File: src/rtl/rotate_point_pkg.sv
// Shared math package for the point rotator.
// Holds coordinate/fixed-point widths, degree constants, the FSM state
// enum and a saturate-to-coordinate helper used by the datapath.
package rotate_point_pkg;

  localparam int INT_BITS   = 16;  // signed coordinate / angle width
  localparam int FLOAT_BITS = 16;  // signed fixed-point trig width
  localparam int FRAC_BITS  = 14;  // fractional bits of FLOAT_BITS (Q2.14)
  localparam int PROD_BITS  = INT_BITS + FLOAT_BITS;

  localparam int DEG_360 = 360;
  localparam int DEG_180 = 180;
  localparam int DEG_90  = 90;

  typedef enum logic [1:0] {IDLE, NORM, TRIG, RUN} state_t;

  // Clamp a wide signed value into the signed INT_BITS range.
  function automatic logic signed [INT_BITS-1:0] sat_int(input logic signed [PROD_BITS+1:0] v);
    logic signed [PROD_BITS+1:0] hi, lo;
    hi = '0;
    hi[INT_BITS-2:0] = '1;
    lo = '1;
    lo[INT_BITS-2:0] = '0;
    if (v > hi)      return hi[INT_BITS-1:0];
    else if (v < lo) return lo[INT_BITS-1:0];
    else             return v[INT_BITS-1:0];
  endfunction

endpackage

File: src/rtl/rotate_point_cos_deg.sv
// cos_deg: combinational cosine of an integer angle in degrees.
//   deg  : signed degrees, expected -180..180 (larger magnitudes clamp to 180)
//   cosv : cos(deg) in signed Q2.14
// A quarter-wave table (0..90) plus symmetry covers the full range.
module cos_deg
  import rotate_point_pkg::*;
(
  input  logic signed [INT_BITS-1:0]   deg,
  output logic signed [FLOAT_BITS-1:0] cosv
);

  localparam logic signed [INT_BITS-1:0] D90  = INT_BITS'(DEG_90);
  localparam logic signed [INT_BITS-1:0] D180 = INT_BITS'(DEG_180);

  // round(16384 * cos(i deg)), i = 0..90
  localparam logic [15:0] COS_TBL [0:90] = '{
    16'd16384, 16'd16382, 16'd16374, 16'd16362, 16'd16344, 16'd16322, 16'd16294, 16'd16262, 16'd16225, 16'd16182,
    16'd16135, 16'd16083, 16'd16026, 16'd15964, 16'd15897, 16'd15826, 16'd15749, 16'd15668, 16'd15582, 16'd15491,
    16'd15396, 16'd15296, 16'd15191, 16'd15082, 16'd14968, 16'd14849, 16'd14726, 16'd14598, 16'd14466, 16'd14330,
    16'd14189, 16'd14044, 16'd13894, 16'd13741, 16'd13583, 16'd13421, 16'd13255, 16'd13085, 16'd12911, 16'd12733,
    16'd12551, 16'd12365, 16'd12176, 16'd11983, 16'd11786, 16'd11585, 16'd11381, 16'd11174, 16'd10963, 16'd10749,
    16'd10531, 16'd10311, 16'd10087, 16'd9860,  16'd9630,  16'd9397,  16'd9162,  16'd8923,  16'd8682,  16'd8438,
    16'd8192,  16'd7943,  16'd7692,  16'd7438,  16'd7182,  16'd6924,  16'd6664,  16'd6402,  16'd6138,  16'd5872,
    16'd5604,  16'd5334,  16'd5063,  16'd4790,  16'd4516,  16'd4240,  16'd3964,  16'd3686,  16'd3406,  16'd3126,
    16'd2845,  16'd2563,  16'd2280,  16'd1997,  16'd1713,  16'd1428,  16'd1143,  16'd857,   16'd572,   16'd286,
    16'd0
  };

  logic signed [INT_BITS-1:0]   mag;
  logic [6:0]                   idx;
  logic                         neg;
  logic signed [FLOAT_BITS-1:0] val;

  always_comb begin
    mag = deg[INT_BITS-1] ? -deg : deg;
    // Out-of-range (and the -2^(N-1) negate overflow) collapse to 180.
    if (mag[INT_BITS-1] || mag > D180) mag = D180;
    neg = 1'b0;
    idx = 7'(mag);
    if (mag > D90) begin
      neg = 1'b1;
      idx = 7'(D180 - mag);
    end
    val  = FLOAT_BITS'(COS_TBL[idx]);
    cosv = neg ? -val : val;
  end

endmodule

File: src/rtl/rotate_point_sat_round.sv
// sat_round: round-half-up, arithmetic shift by FRAC_BITS, saturate.
//   r : signed PROD_BITS+1 fixed-point sum of two products
//   y : signed INT_BITS integer result
module sat_round
  import rotate_point_pkg::*;
(
  input  logic signed [PROD_BITS:0]   r,
  output logic signed [INT_BITS-1:0]  y
);

  localparam logic signed [PROD_BITS+1:0] RND =
    {{(PROD_BITS+2-FRAC_BITS){1'b0}}, 1'b1, {(FRAC_BITS-1){1'b0}}};

  logic signed [PROD_BITS+1:0] rnd, sh;

  always_comb begin
    rnd = (PROD_BITS+2)'(r) + RND;
    sh  = rnd >>> FRAC_BITS;
    y   = sat_int(sh);
  end

endmodule

File: src/rtl/rotate_point.sv
// rotate_point: rotates vertex offsets about a pivot by a programmed angle.
//   clk, rst                 : clock, synchronous active-high reset
//   angle_valid/angle_ready  : load angle + pivot_x/pivot_y (IDLE or drained RUN)
//   in_valid/in_ready        : point offset in_x/in_y (only in RUN)
//   out_valid/out_ready      : rotated absolute point out_x/out_y
// Angle load runs NORM (wrap to -180..179) then TRIG (cos/sin lookup),
// then a two-register pipeline: products, then round/saturate/pivot add.
module rotate_point
  import rotate_point_pkg::*;
(
  input  logic                       clk,
  input  logic                       rst,
  input  logic                       angle_valid,
  output logic                       angle_ready,
  input  logic signed [INT_BITS-1:0] angle,
  input  logic signed [INT_BITS-1:0] pivot_x,
  input  logic signed [INT_BITS-1:0] pivot_y,
  input  logic                       in_valid,
  output logic                       in_ready,
  input  logic signed [INT_BITS-1:0] in_x,
  input  logic signed [INT_BITS-1:0] in_y,
  output logic                       out_valid,
  input  logic                       out_ready,
  output logic signed [INT_BITS-1:0] out_x,
  output logic signed [INT_BITS-1:0] out_y
);

  localparam logic signed [INT_BITS-1:0] D90  = INT_BITS'(DEG_90);
  localparam logic signed [INT_BITS-1:0] D180 = INT_BITS'(DEG_180);
  localparam logic signed [INT_BITS-1:0] D360 = INT_BITS'(DEG_360);

  state_t state, state_nxt;

  logic       ang_acc, in_acc, adv1, adv2;
  logic [2:1] vld_pipe;  // [1] product stage, [2] output register

  logic signed [INT_BITS-1:0]   ang_q, a_n, a_n_nxt, s_deg, piv_x, piv_y;
  logic signed [FLOAT_BITS-1:0] cos_c, sin_s, c_w, s_w;
  logic signed [PROD_BITS-1:0]  xe, ye, ce, se;
  logic signed [PROD_BITS-1:0]  p_xc, p_ys, p_xs, p_yc;
  logic signed [PROD_BITS:0]    r_x, r_y;
  logic signed [INT_BITS-1:0]   rs_x, rs_y;
  logic signed [PROD_BITS+1:0]  sum_x, sum_y;

  // Handshake / flow control
  assign adv2        = !vld_pipe[2] || out_ready;
  assign adv1        = !vld_pipe[1] || adv2;
  assign angle_ready = (state == IDLE) || (state == RUN && vld_pipe == 2'b00);
  assign ang_acc     = angle_valid && angle_ready;
  // Block a point in the same cycle as a reload so it cannot pick up the new pivot.
  assign in_ready    = (state == RUN) && adv1 && !ang_acc;
  assign in_acc      = in_valid && in_ready;
  assign out_valid   = vld_pipe[2];

  always_ff @(posedge clk) begin
    if (rst) state <= IDLE;
    else     state <= state_nxt;
  end

  always_comb begin
    state_nxt = state;
    case (state)
      IDLE:    if (ang_acc) state_nxt = NORM;
      NORM:    state_nxt = TRIG;
      TRIG:    state_nxt = RUN;
      RUN:     if (ang_acc) state_nxt = NORM;
      default: state_nxt = IDLE;
    endcase
  end

  // Angle wrap to -180..179, and sin expressed as cos(a - 90) wrapped again.
  always_comb begin
    a_n_nxt = ang_q;
    if (ang_q >= D180)      a_n_nxt = ang_q - D360;
    else if (ang_q < -D180) a_n_nxt = ang_q + D360;
    s_deg = a_n - D90;
    if (s_deg < -D180) s_deg = s_deg + D360;
  end

  cos_deg u_cos (.deg(a_n),   .cosv(c_w));
  cos_deg u_sin (.deg(s_deg), .cosv(s_w));

  assign xe = PROD_BITS'(in_x);
  assign ye = PROD_BITS'(in_y);
  assign ce = PROD_BITS'(cos_c);
  assign se = PROD_BITS'(sin_s);

  assign r_x = (PROD_BITS+1)'(p_xc) - (PROD_BITS+1)'(p_ys);
  assign r_y = (PROD_BITS+1)'(p_xs) + (PROD_BITS+1)'(p_yc);

  sat_round u_rx (.r(r_x), .y(rs_x));
  sat_round u_ry (.r(r_y), .y(rs_y));

  assign sum_x = (PROD_BITS+2)'(rs_x) + (PROD_BITS+2)'(piv_x);
  assign sum_y = (PROD_BITS+2)'(rs_y) + (PROD_BITS+2)'(piv_y);

  always_ff @(posedge clk) begin
    if (rst) begin
      ang_q    <= '0;
      piv_x    <= '0;
      piv_y    <= '0;
      a_n      <= '0;
      cos_c    <= '0;
      sin_s    <= '0;
      vld_pipe <= '0;
      p_xc     <= '0;
      p_ys     <= '0;
      p_xs     <= '0;
      p_yc     <= '0;
      out_x    <= '0;
      out_y    <= '0;
    end else begin
      if (ang_acc) begin
        ang_q <= angle;
        piv_x <= pivot_x;
        piv_y <= pivot_y;
      end
      if (state == NORM) a_n <= a_n_nxt;
      if (state == TRIG) begin
        cos_c <= c_w;
        sin_s <= s_w;
      end
      if (adv1) begin
        vld_pipe[1] <= in_acc;
        if (in_acc) begin
          p_xc <= xe * ce;
          p_ys <= ye * se;
          p_xs <= xe * se;
          p_yc <= ye * ce;
        end
      end
      if (adv2) begin
        vld_pipe[2] <= vld_pipe[1];
        if (vld_pipe[1]) begin
          out_x <= sat_int(sum_x);
          out_y <= sat_int(sum_y);
        end
      end
    end
  end

endmodule

File: config.mk
export PLATFORM = sky130hd
export DESIGN_NAME = rotate_point
export DESIGN_NICKNAME = d
export VERILOG_FILES = /design/src/rtl/rotate_point_pkg.sv /design/src/rtl/rotate_point_cos_deg.sv /design/src/rtl/rotate_point_sat_round.sv /design/src/rtl/rotate_point.sv
export SDC_FILE = /design/constraint.sdc
export NUM_CORES = 2
export LEC_CHECK = 0
export BUFFER_PORTS_ARGS = -buffer_cell sky130_fd_sc_hd__buf_2
export CORE_UTILIZATION = 65
export CTS_CLUSTER_DIAMETER = 40
export DETAILED_ROUTE_END_ITERATION = 7
export PLACE_DENSITY = 0.82
export SYNTH_ARGS = -nofsm -noshare
export SYNTH_HDL_FRONTEND = slang
export SYNTH_SLANG_ARGS = --single-unit
File: constraint.sdc
create_clock -name clk -period 12.6 [get_ports clk]
set_clock_uncertainty 0.15 [all_clocks]
set_input_delay 0.63 -clock clk [delete_from_list [all_inputs] [get_ports clk]]
set_output_delay 0.63 -clock clk [all_outputs]
set_load 0.02 [all_outputs]
==> flow_summary.json <==
{
  "place.port_buffers": 119,
  "cp-end-kind": "flip-flop",
  "multi_input_comb_area_um2": 48600,
  "layout.area.seq_um2": 5210,
  "min_path_type": "primary input to flip-flop",
  "critical_path_class": "flip-flop to flip-flop",
  "synth-edff-count": 0,
  "post-route-worst-setup-slack_ns": 1.78,
  "netlist_top_cells_area": "sky130_fd_sc_hd__fa_1, sky130_fd_sc_hd__ha_1, sky130_fd_sc_hd__dfxtp_1, sky130_fd_sc_hd__inv_1, sky130_fd_sc_hd__nand2_1",
  "routed_wl_um": 167000,
  "initial_standard_cell_utilization_of_the_core": 0.656,
  "io_pins": 120,
  "critPathMaxFanout": 25,
  "cts_tree": "done",
  "synthCells": 7182,
  "rsz0062_at_grt": "false",
  "startpoint_type_of_the_worst_setup_path": "flip-flop",
  "synth_top_flop_cell": "sky130_fd_sc_hd__dfxtp_1",
  "post_drt_wl_per_cell_um": 20.2,
  "drv_cap": 0,
  "netlist_top_cells_count": "sky130_fd_sc_hd__inv_1, sky130_fd_sc_hd__fa_1, sky130_fd_sc_hd__nand2_1, sky130_fd_sc_hd__ha_1, sky130_fd_sc_hd__and2_1",
  "fin_setup_tns_ns": 0,
  "finalNetCount": 8719,
  "r2r.worst_path.cells": 35,
  "yosys_warnings": 0,
  "vias": 50354,
  "placement.cell_area_um2": 61300,
  "core.rowCount": 111,
  "drt-vias-per-instance": 6.09,
  "grt_pass1_vias": 51933,
  "grt_usage": 0.364,
  "layout_fillers": 7085,
  "post_cts_resize_count": 0,
  "pin_count_of_the_biggest_net_entering_global_routing": 85,
  "post_synth_fa_ha_maj_area_fraction": 0.463,
  "synth.cell_area_um2": 60100,
  "layout-area-overhead-vs-synth_pct": 4.69,
  "clock_tree.buffer_depth": 3,
  "outcome": "complete, no violations",
  "dr.pass1.iters": 8,
  "final.hold.worst_slack_ns": 0.132,
  "cpMostUsedCell": "sky130_fd_sc_hd__ha_1",
  "final-max-slew-violation-count": 0,
  "register_area_share_after_synthesis": 0.0866,
  "yosys.cell_count.top_type": "sky130_fd_sc_hd__inv_1",
  "timing.hold.worst_endpoint": "piv_y[2]",
  "netlist.top_cell.by_area": "sky130_fd_sc_hd__fa_1",
  "timing.critical_path.required_ns": 12.95,
  "yosys.area_share.simple": 0.168,
  "cts_hold_buf": 0,
  "final-setup-viol-count": 0,
  "placement.setup.worst_slack_ns": 2.16,
  "finalHoldViolCount": 0,
  "gp_routability_congestion": 0.941,
  "timing.final.crit_period_ns": 10.82,
  "floorplan.die.height_um": 306,
  "regToRegStartpoint": "a_n[1]",
  "cp.arrival_ns": 11.16,
  "rrSetupSlack_ns": 1.78,
  "synth.ff_latch_count": 260,
  "clk_pin_slew_ns": 0.06,
  "min_from": "pivot_y[2]",
  "die_x_um": 306,
  "detailed_place_hpwl_um": 126000,
  "cts_max_level": 2,
  "1st_iter_drt_viols": 4410,
  "critical_path.max_stage_delay_ns": 0.65,
  "cts.sink_count": 260,
  "ant_nets": 0,
  "antenna_found_initial": 3,
  "grt-ovfl-total": 0,
  "largest_family_of_logic_cells_by_synthesized_area": "adder cells",
  "compound_gate_fraction_of_synth_area": 0.130,
  "yosysTopAreaCellShare": 0.350,
  "timing_worst_slew_pin_value_ns": 1.24,
  "wire_length_of_the_first_global_routing_pass_um": 272000,
  "mappedNetlistNets": 8859,
  "post_synth_num_cell_types": 113,
  "synth.mux.area_fraction": 0.00716,
  "cts_buffers": 47,
  "max_freq_ghz": 0.0925,
  "clock-root-buffer": "sky130_fd_sc_hd__clkbuf_16",
  "drive_above_1_share": 0.0566,
  "stdcell_area_um2": 63000,
  "avgSynthCellArea_um2": 8.37,
  "timing.hold.worst_path_depth": 3,
  "core_um2": 91700,
  "reg_to_reg_end": "sin_s[13]",
  "final.period_utilization": 0.858,
  "worst_skew_pair_later_pin_latency_ns": 0.59,
  "synth-async-reset-ratio": 0,
  "xor_xnor_share_of_the_synthesized_area": 0.0392,
  "die-area_um2": 93700,
  "route.detailed.drc": 0,
  "critPathSlowestCell": "sky130_fd_sc_hd__dfxtp_1",
  "timing.max_slew.rel_slack": 0.169,
  "antennaDiodeCount": 0,
  "post_cts.repair.setup_buffers": 0
}
## final cells by class
class                      count  area share
clock buffer                  50      0.0197
clock inverter                37     0.00618
inverter                    1284      0.0766
multi-input combinational   5244       0.771
sequential                   260      0.0828
tap                         1186      0.0236
timing repair buffer         205      0.0198
## layer usage
metal / vias up / GRT usage / routed length [um]
met4: 2 / 0.230 / 12600
met2: 2385 / 0.604 / 79400
met1: 24966 / 0.455 / 62200
li1: 22428 / - / -
met3: 573 / 0.0415 / 13200
met5: - / 0 / 10
## through the flow
stage	util	instances
finish	0.687	8266
global route	0.687	8266
CTS	0.687	8266
detailed placement	0.669	8179
global placement	0.669	8179
floorplan	-	7182
## cell families (layout without fill, tap and decap cells)
group                    after synthesis  after routing
AND/OR/NAND/NOR                     2136           2136
multiplexers                          41             41
flip-flops                           260            260
AO/OA/AOI/OAI                       1211           1211
buffers and inverters               1678           1576
adder cells (fa/ha/maj)             1592           1592
XOR/XNOR                             264            264
## cells in the final DEF, fill, tap and decap left out, drive strengths merged, types with 37 or more instances in the layout
| cell type | synthesis | final |
|---|---|---|
| a211oi | 57 | 57 |
| a21o | 70 | 70 |
| a21oi | 429 | 429 |
| a31oi | 54 | 54 |
| and2 | 433 | 433 |
| buf | 48 | 205 |
| clkbuf | 346 | 50 |
| dfxtp | 260 | 260 |
| fa | 1052 | 1052 |
| ha | 540 | 540 |
| inv | 1281 | 1298 |
| nand2 | 1046 | 1046 |
| nand2b | 80 | 80 |
| nand3 | 80 | 80 |
| nor2 | 244 | 244 |
| nor3 | 68 | 68 |
| o211ai | 50 | 50 |
| o21ai | 222 | 222 |
| o21bai | 43 | 43 |
| or3 | 37 | 37 |
| xnor2 | 200 | 200 |
| xor2 | 63 | 63 |
## flip-flops by register name, indices dropped and copies added (netlist names)
signal and count:
p_yc 32, p_xs 32, state 2, cos_c 16, vld_pipe 2, p_ys 32
a_n 16, ang_q 16, out_x 16, piv_x 16, p_xc 32, out_y 16
sin_s 16, piv_y 16
## worst max-delay path, delay by kind of cell, from the launching register on
| kind | cells | cell delay [ns] |
|---|---|---|
| buffers and inverters | 7 | 1.63 |
| xor gates and xnor gates | 2 | 0.59 |
| AOI/OAI and AO/OA | 15 | 4.29 |
| DFF | 1 | 0.65 |
| adders and majority gates | 4 | 1.52 |
| and+or+nand+nor | 7 | 1.85 |
## worst max path at each step
stage,start,end,slack [ns]
after floorplan,a_n[1],sin_s[11],3.51
after global placement,a_n[1],sin_s[11],2.45
after detailed placement,a_n[1],sin_s[14],2.16
after CTS,a_n[1],sin_s[13],2.10
after global routing,a_n[1],sin_s[13],1.21
final,a_n[1],sin_s[13],1.78
Power is not shown: default switching activity piles up to over one toggle a cycle in this logic, so the estimate is an artifact.
